### src/rtl/coil_chopper_ctrl.sv
// Constant-off-time current chopper for one H-bridge coil.
// Sequences the four gates through IDLE / DEAD / DRIVE / DECAY with leading-edge
// blanking on the current comparator and break-before-make dead time.
module coil_chopper_ctrl #(
    parameter int unsigned DEADTIME = 3,
    parameter int unsigned BLANK_W  = 8,
    parameter int unsigned OFF_W    = 10
) (
    input  logic               clock,
    input  logic               resetn,
    input  logic               enable,
    input  logic               polarity,
    input  logic               decay_mode,
    input  logic               analog_cmp,
    input  logic [BLANK_W-1:0] blank_time,
    input  logic [OFF_W-1:0]   off_time,
    output logic               high_1,
    output logic               low_1,
    output logic               high_2,
    output logic               low_2,
    output logic [1:0]         state,
    output logic               chop
);

    // Dead counter only needs to hold DEADTIME-1.
    localparam int unsigned DEAD_W = (DEADTIME > 1) ? $clog2(DEADTIME) : 1;
    localparam logic [DEAD_W-1:0] DEAD_LOAD = DEAD_W'(DEADTIME - 1);

    typedef enum logic [1:0] {
        ST_IDLE  = 2'd0,
        ST_DEAD  = 2'd1,
        ST_DRIVE = 2'd2,
        ST_DECAY = 2'd3
    } state_t;

    state_t             st_q;
    state_t             pend_q;
    logic [DEAD_W-1:0]  dead_cnt_q;
    logic [BLANK_W-1:0] blank_q;
    logic [OFF_W-1:0]   off_q;
    logic               pol_q;
    logic               chop_q;
    logic [3:0]         gates_q;   // {high_1, low_1, high_2, low_2}

    // Gate pattern for a phase; non-conducting phases map to all-off.
    function automatic logic [3:0] gate_pat(input state_t s, input logic pol, input logic fast);
        logic [3:0] g;
        g = 4'b0000;
        case (s)
            ST_DRIVE: g = pol ? 4'b0110 : 4'b1001;
            ST_DECAY: begin
                if (!fast) g = 4'b0101;
                else       g = pol ? 4'b1001 : 4'b0110;
            end
            default:  g = 4'b0000;
        endcase
        return g;
    endfunction

    // Chopper sequencer; gates are loaded together with the state they belong to.
    always_ff @(posedge clock) begin
        if (!resetn) begin
            st_q       <= ST_IDLE;
            pend_q     <= ST_IDLE;
            dead_cnt_q <= '0;
            blank_q    <= '0;
            off_q      <= '0;
            pol_q      <= 1'b0;
            chop_q     <= 1'b0;
            gates_q    <= 4'b0000;
        end else begin
            chop_q <= 1'b0;
            case (st_q)
                ST_IDLE: begin
                    if (enable) begin
                        st_q       <= ST_DEAD;
                        pend_q     <= ST_DRIVE;
                        dead_cnt_q <= DEAD_LOAD;
                        gates_q    <= 4'b0000;
                    end
                end

                ST_DEAD: begin
                    if (!enable) pend_q <= ST_IDLE;
                    if (dead_cnt_q != '0) begin
                        dead_cnt_q <= dead_cnt_q - DEAD_W'(1);
                    end else if (!enable || pend_q == ST_IDLE) begin
                        st_q    <= ST_IDLE;
                        gates_q <= 4'b0000;
                    end else if (pend_q == ST_DECAY) begin
                        // Decay flavour is captured here and held in the gate register.
                        st_q    <= ST_DECAY;
                        off_q   <= (off_time == '0) ? OFF_W'(1) : off_time;
                        gates_q <= gate_pat(ST_DECAY, pol_q, decay_mode);
                    end else begin
                        st_q    <= ST_DRIVE;
                        pol_q   <= polarity;
                        blank_q <= blank_time;
                        gates_q <= gate_pat(ST_DRIVE, polarity, 1'b0);
                    end
                end

                ST_DRIVE, ST_DECAY: begin
                    if (!enable) begin
                        st_q       <= ST_DEAD;
                        pend_q     <= ST_IDLE;
                        dead_cnt_q <= DEAD_LOAD;
                        gates_q    <= 4'b0000;
                    end else if (polarity != pol_q) begin
                        // Direction change aborts the phase and re-drives with the new polarity.
                        st_q       <= ST_DEAD;
                        pend_q     <= ST_DRIVE;
                        dead_cnt_q <= DEAD_LOAD;
                        gates_q    <= 4'b0000;
                    end else if (st_q == ST_DRIVE) begin
                        if (blank_q != '0) begin
                            blank_q <= blank_q - BLANK_W'(1);
                        end else if (analog_cmp) begin
                            st_q       <= ST_DEAD;
                            pend_q     <= ST_DECAY;
                            dead_cnt_q <= DEAD_LOAD;
                            gates_q    <= 4'b0000;
                            chop_q     <= 1'b1;
                        end
                    end else begin
                        if (off_q <= OFF_W'(1)) begin
                            st_q       <= ST_DEAD;
                            pend_q     <= ST_DRIVE;
                            dead_cnt_q <= DEAD_LOAD;
                            gates_q    <= 4'b0000;
                        end else begin
                            off_q <= off_q - OFF_W'(1);
                        end
                    end
                end

                default: begin
                    st_q    <= ST_IDLE;
                    gates_q <= 4'b0000;
                end
            endcase
        end
    end

    assign {high_1, low_1, high_2, low_2} = gates_q;
    assign state = st_q;
    assign chop  = chop_q;

endmodule
### config.mk
export PLATFORM = sky130hd
export DESIGN_NAME = coil_chopper_ctrl
export DESIGN_NICKNAME = d
export VERILOG_FILES = /design/src/rtl/coil_chopper_ctrl.sv
export SDC_FILE = /design/constraint.sdc
export NUM_CORES = 1
export LEC_CHECK = 0
export BUFFER_PORTS_ARGS = -buffer_cell sky130_fd_sc_hd__buf_2
export CAP_MARGIN = 20
export CORE_MARGIN = 2
export CORE_UTILIZATION = 41
export DETAILED_ROUTE_END_ITERATION = 12
export GPL_ROUTABILITY_DRIVEN = 0
export PLACE_DENSITY_LB_ADDON = 0.12
export SYNTH_ARGS = -nofsm -noshare
export SYNTH_HDL_FRONTEND = slang
export SYNTH_SLANG_ARGS = --single-unit
### constraint.sdc
create_clock -name clock -period 2.3 [get_ports clock]
set_input_delay 0.115 -clock clock [delete_from_list [all_inputs] [get_ports clock]]
set_output_delay 0.115 -clock clock [all_outputs]
set_load 0.03 [all_outputs]
# Word-level counts from Yosys, hierarchy flattened
# Index checks and enable logic that the tools add are counted.
[word_totals]
in_bits = 24
output_inout_bits = 7
register_bits = 30
word_cells = 115
[classes]
n_reduce_logical = 16
magnitude_cmp = 1
n_eq_ne = 21
add_sub_neg = 3
mux = 59
bitwise = 7
[op_table]
columns = ["cell", "n"]
rows = [
  ["$mux W10", 8],
  ["$mux W8", 7],
  ["$mux W4", 13],
  ["$mux W2", 23],
  ["$ne A2 B2 Y1 const B", 13],
  ["$pmux W10 S2", 1],
  ["$pmux W2 S3", 3],
  ["$pmux W8 S2", 1],
  ["$reduce_and A8 Y1", 2],
  ["$ne A5 B5 Y1 const B", 3],
  ["$reduce_and A5 Y1", 3],
  ["$pmux W4 S3", 1],
  ["$le A10 B1 Y1 const B", 1],
  ["$logic_not A10 Y1", 1],
  ["$sub A10 B1 Y10 const B", 1],
  ["$reduce_bool A8 Y1", 1],
  ["$sub A8 B1 Y8 const B", 1],
  ["$not A1 Y1", 7],
  ["$eq A2 B2 Y1 const B", 3],
  ["$reduce_or A6 Y1", 1],
  ["$logic_not A2 Y1", 2],
  ["$reduce_and A4 Y1", 1],
  ["$reduce_bool A2 Y1", 2],
  ["$eq A2 B1 Y1 const B", 1],
  ["other kinds (6)", 7],
]

# Logic depth before layout (Yosys ltp)
[logic_depth]
ltp_word = 6
mapped_depth = 9
depth_no_buf = 7

# Least setup slack after synthesis
# OpenSTA, ideal clock, no wires.
[synth_path]
path_kind = "register to register"
startpoint = "register off_q[6]"
endpoint = "register st_q[0], in the netlist state[0]"
n_path_buf = 2
path_slack_ns = 0.286
stages_incl_launch_ff = 7
t_arrival_ns = 1.872
period_less_slack_ns = 2.014
setup_ns = 0.142
required_time_ns = 2.158
path_cell_list = "dfxtp_1 or4_1 buf_2 or3_4 a221oi_4 buf_6 a311oi_2"
[synth_between]
elab_chain_cells = 3
[synth_lines]
columns = ["item", "line_no", "rtl"]
rows = [
  ["from (decl)", "40", "logic [OFF_W-1:0] off_q;"],
  ["from (signal assigned)", "93", "off_q <= (off_time == '0) ? OFF_W'(1) : off_time;"],
  ["from (signal assigned)", "132", "off_q <= off_q - OFF_W'(1);"],
  ["$le A10 B1 Y1", "126", "if (off_q <= OFF_W'(1)) begin"],
  ["$ne A5 B5 Y1 (no source line)", "n/a", ""],
  ["$reduce_and A5 Y1 (no source line)", "n/a", ""],
  ["to (signal assigned)", "119", "st_q <= ST_DEAD;"],
  ["to (signal assigned)", "127", "st_q <= ST_DEAD;"],
  ["to (signal assigned)", "138", "st_q <= ST_IDLE;"],
  ["to (decl)", "36", "state_t st_q;"],
]
# No other way between the ends.
# A chain may end at the register's enable or synchronous reset.

# Final worst setup path
[layout_path]
startpoint = "register off_q[3]"
endpoint = "register st_q[0], in the netlist state[0]"
# Same word-level chain as after synthesis.

==> flow_summary.json <==
{
  "track_usage_pct": 20.8,
  "die_w_um": 72.3,
  "io_pins": 31,
  "yosys_warnings": 0,
  "final_util_pct": 50.2,
  "cts.repair.resized": 0,
  "cts_tree": "built",
  "start_util_pct": 43.3,
  "switchingPower_mw": 0.389,
  "clock_latency_ns": 0.28,
  "core_area_mm2": 0.00441,
  "end_kind": "flop",
  "power_density_mw_per_mm2": 581,
  "area_growth_pct": 16.0,
  "hold_class": "primary input to flop",
  "vias": 1894,
  "yosysTopAreaCellShare_pct": 31.4,
  "slowest_delay_ns": 0.56,
  "clock_path_buffers": 2,
  "synthFlopType": "dfxtp_1",
  "p_clk_share_pct": 32.2,
  "reg2reg_depth": 5,
  "rsz0062_at_grt": "no",
  "dpl.hpwl_um": 3580,
  "grt_pass1_vias": 1767,
  "holdBufCountCts": 0,
  "r2r_end": "state[0]",
  "clkTransAtPathRegs_ns": 0.06,
  "tns_ns": 0,
  "fin_total_pwr_mw": 1.29,
  "row_count": 24,
  "clock-root-buffer": "clkbuf_8",
  "ant_nets": 0,
  "dpl.cell_count": 322,
  "dieArea_mm2": 0.00522,
  "nets": 306,
  "synth_cells": 246,
  "p_int_mw": 0.900,
  "r2r_setup_slack_ns": 0.13,
  "tightest_slew_ns": 0.642,
  "criticalPathCategory": "flop to flop",
  "async_flop_share_pct": 0,
  "overflow": 0,
  "via_per_inst": 5.77,
  "ir_drop_mv": 0.331,
  "fin_crit_ns": 2.17,
  "drt_iter0_markers": 91,
  "cp.depth": 5,
  "drive_above_1_share_pct": 21.0,
  "synth_top_area_cell": "dfxtp_1",
  "leakage_nw": 0.907,
  "synthTopCellsByArea": "dfxtp_1 (31%), nand2_1 (5.5%), nor2_1 (5.1%)",
  "cts_buffers": 5,
  "synth_edf_count": 0,
  "ys_ff_latch": 30,
  "crit_path_start": "off_q[3]",
  "dpl_cell_area_mm2": 0.00213,
  "whs_ns": 0.101,
  "reg2reg_from": "off_q[3]",
  "post-cts-setup-buffers": 0,
  "synthesis.nets": 275,
  "drc": 0,
  "antenna_found_initial": 0,
  "clock_skew_ns": 0.00706,
  "critPathLaunchType": "flop",
  "synth.yosys.seq_area_share_pct": 31.4,
  "numClockSinks": 30,
  "yosys.cell_count.top_type": "dfxtp_1",
  "avgSynthCellArea_um2": 7.77,
  "first_pass_iters": 4,
  "cp.required_ns": 2.44,
  "path_cells": "or4_4 -> or3_4 -> a221oi_4 -> buf_4 -> a311oi_2",
  "grt_start_max_net_pins": 32,
  "htreeDepth": 2,
  "pwr-share-comb_pct": 23.3,
  "finalMaxSlewViolations": 0,
  "setup_viol": 0,
  "path_delay_family": "simple AND/OR/NAND/NOR gates",
  "fin_area_mm2": 0.00222,
  "crit_end": "state[0]",
  "die_y_um": 72.3,
  "max_slew_margin_pct": 56.9,
  "grt_pass1_wl_um": 8450,
  "seqPwrFrac_pct": 44.6,
  "crit_slowest_cell": "or4_4",
  "drt_wl_total_um": 4870,
  "max_freq_mhz": 460,
  "crit_fanout": 7,
  "dp_slack_ns": 0.135,
  "finalCritPeriodShare_pct": 94.5,
  "stdcell_count": 328,
  "status": "completed",
  "numPortBuffers": 30,
  "path_buf_inv": 1,
  "wl_per_cell_um": 14.8,
  "hold_violations": 0,
  "num_antenna_cells": 0,
  "ys_types": 57,
  "netlist_top_cells_count": "dfxtp_1 (30), nand2_1 (28), nor2_1 (26)",
  "syn-cell-area_mm2": 0.00191,
  "setup_slack_ns": 0.126,
  "worstPathArrival_ns": 2.31,
  "maxCapViolCount": 0,
  "netSwitchingFraction_pct": 30.2
}
-- metal layers --
layer / part of all wire [%] / track usage [%] / wire (um) / up-vias
met5: 0 / 0 / 0 / -
met4: 1.1 / 5.66 / 55 / 0
met3: 5.1 / 5.97 / 249 / 5
met2: 44 / 31.0 / 2120 / 44
met1: 50 / 29.2 / 2440 / 867
li1: - / - / - / 978
-- layout make-up --
class                   count  area, um2
clock buffers               6       82.6
fillers                   434       2200
inverters                  12       45.0
multi-input cells         187       1190
flip-flops and latches     30        601
well taps                  52       65.1
repair buffers             41        233
-- cell families after synthesis --
logic type | after synthesis | share of synthesized area, %
and+or+nand+nor | 101 | 26.7
AOI/OAI and AO/OA | 73 | 28.3
DFF | 30 | 31.4
buffers and inverters | 29 | 6.22
muxes | 5 | 2.69
adders and majority gates | 5 | 3.27
xor gates and xnor gates | 3 | 1.38
-- sequential cells by signal, indices dropped and copies added (netlist names) --
name / cells
off_q: 10
chop: 1
pend_q: 2
pol_q: 1
blank_q: 8
dead_cnt_q: 2
gates_q: 4
state: 2
-- how the worst min path moves through the flow --
stage                start  cells past startpoint       end
2_1_floorplan  off_time[2]                      2  off_q[2]
3_3_place_gp   off_time[8]                      3  off_q[8]
3_5_place_dp   off_time[8]                      3  off_q[8]
4_1_cts        off_time[8]                      3  off_q[8]
5_1_grt           polarity                      3     pol_q
6_report       off_time[8]                      3  off_q[8]
-- cell usage in the layout, fill, tap and decap left out, types with 6 or more instances in the layout --
| master | n |
|---|---|
| clkbuf_8 | 6 |
| nand2_1 | 28 |
| buf_4 | 11 |
| dfxtp_1 | 30 |
| buf_2 | 30 |
| a21oi_1 | 16 |
| a211oi_1 | 7 |
| nor2_1 | 26 |
| inv_1 | 12 |
| nor3_1 | 7 |
| o21ai_0 | 10 |
| nand3_1 | 10 |
-- tightest hold or removal path, cell delays in order --
cell	delay [ns]
buf_2	0.09
a211oi_1	0.06
nor2_1	0.08
-- power by group through the flow --
stage	clock network, mW	logic [mW]	registers [mW]
2_1_floorplan	0	0.227	0.580
3_3_place_gp	0	0.294	0.586
3_5_place_dp	0	0.299	0.585
4_1_cts	0.435	0.300	0.574
5_1_grt	0.456	0.340	0.579
6_report	0.415	0.300	0.575
Power figures use the tool's default switching activity.
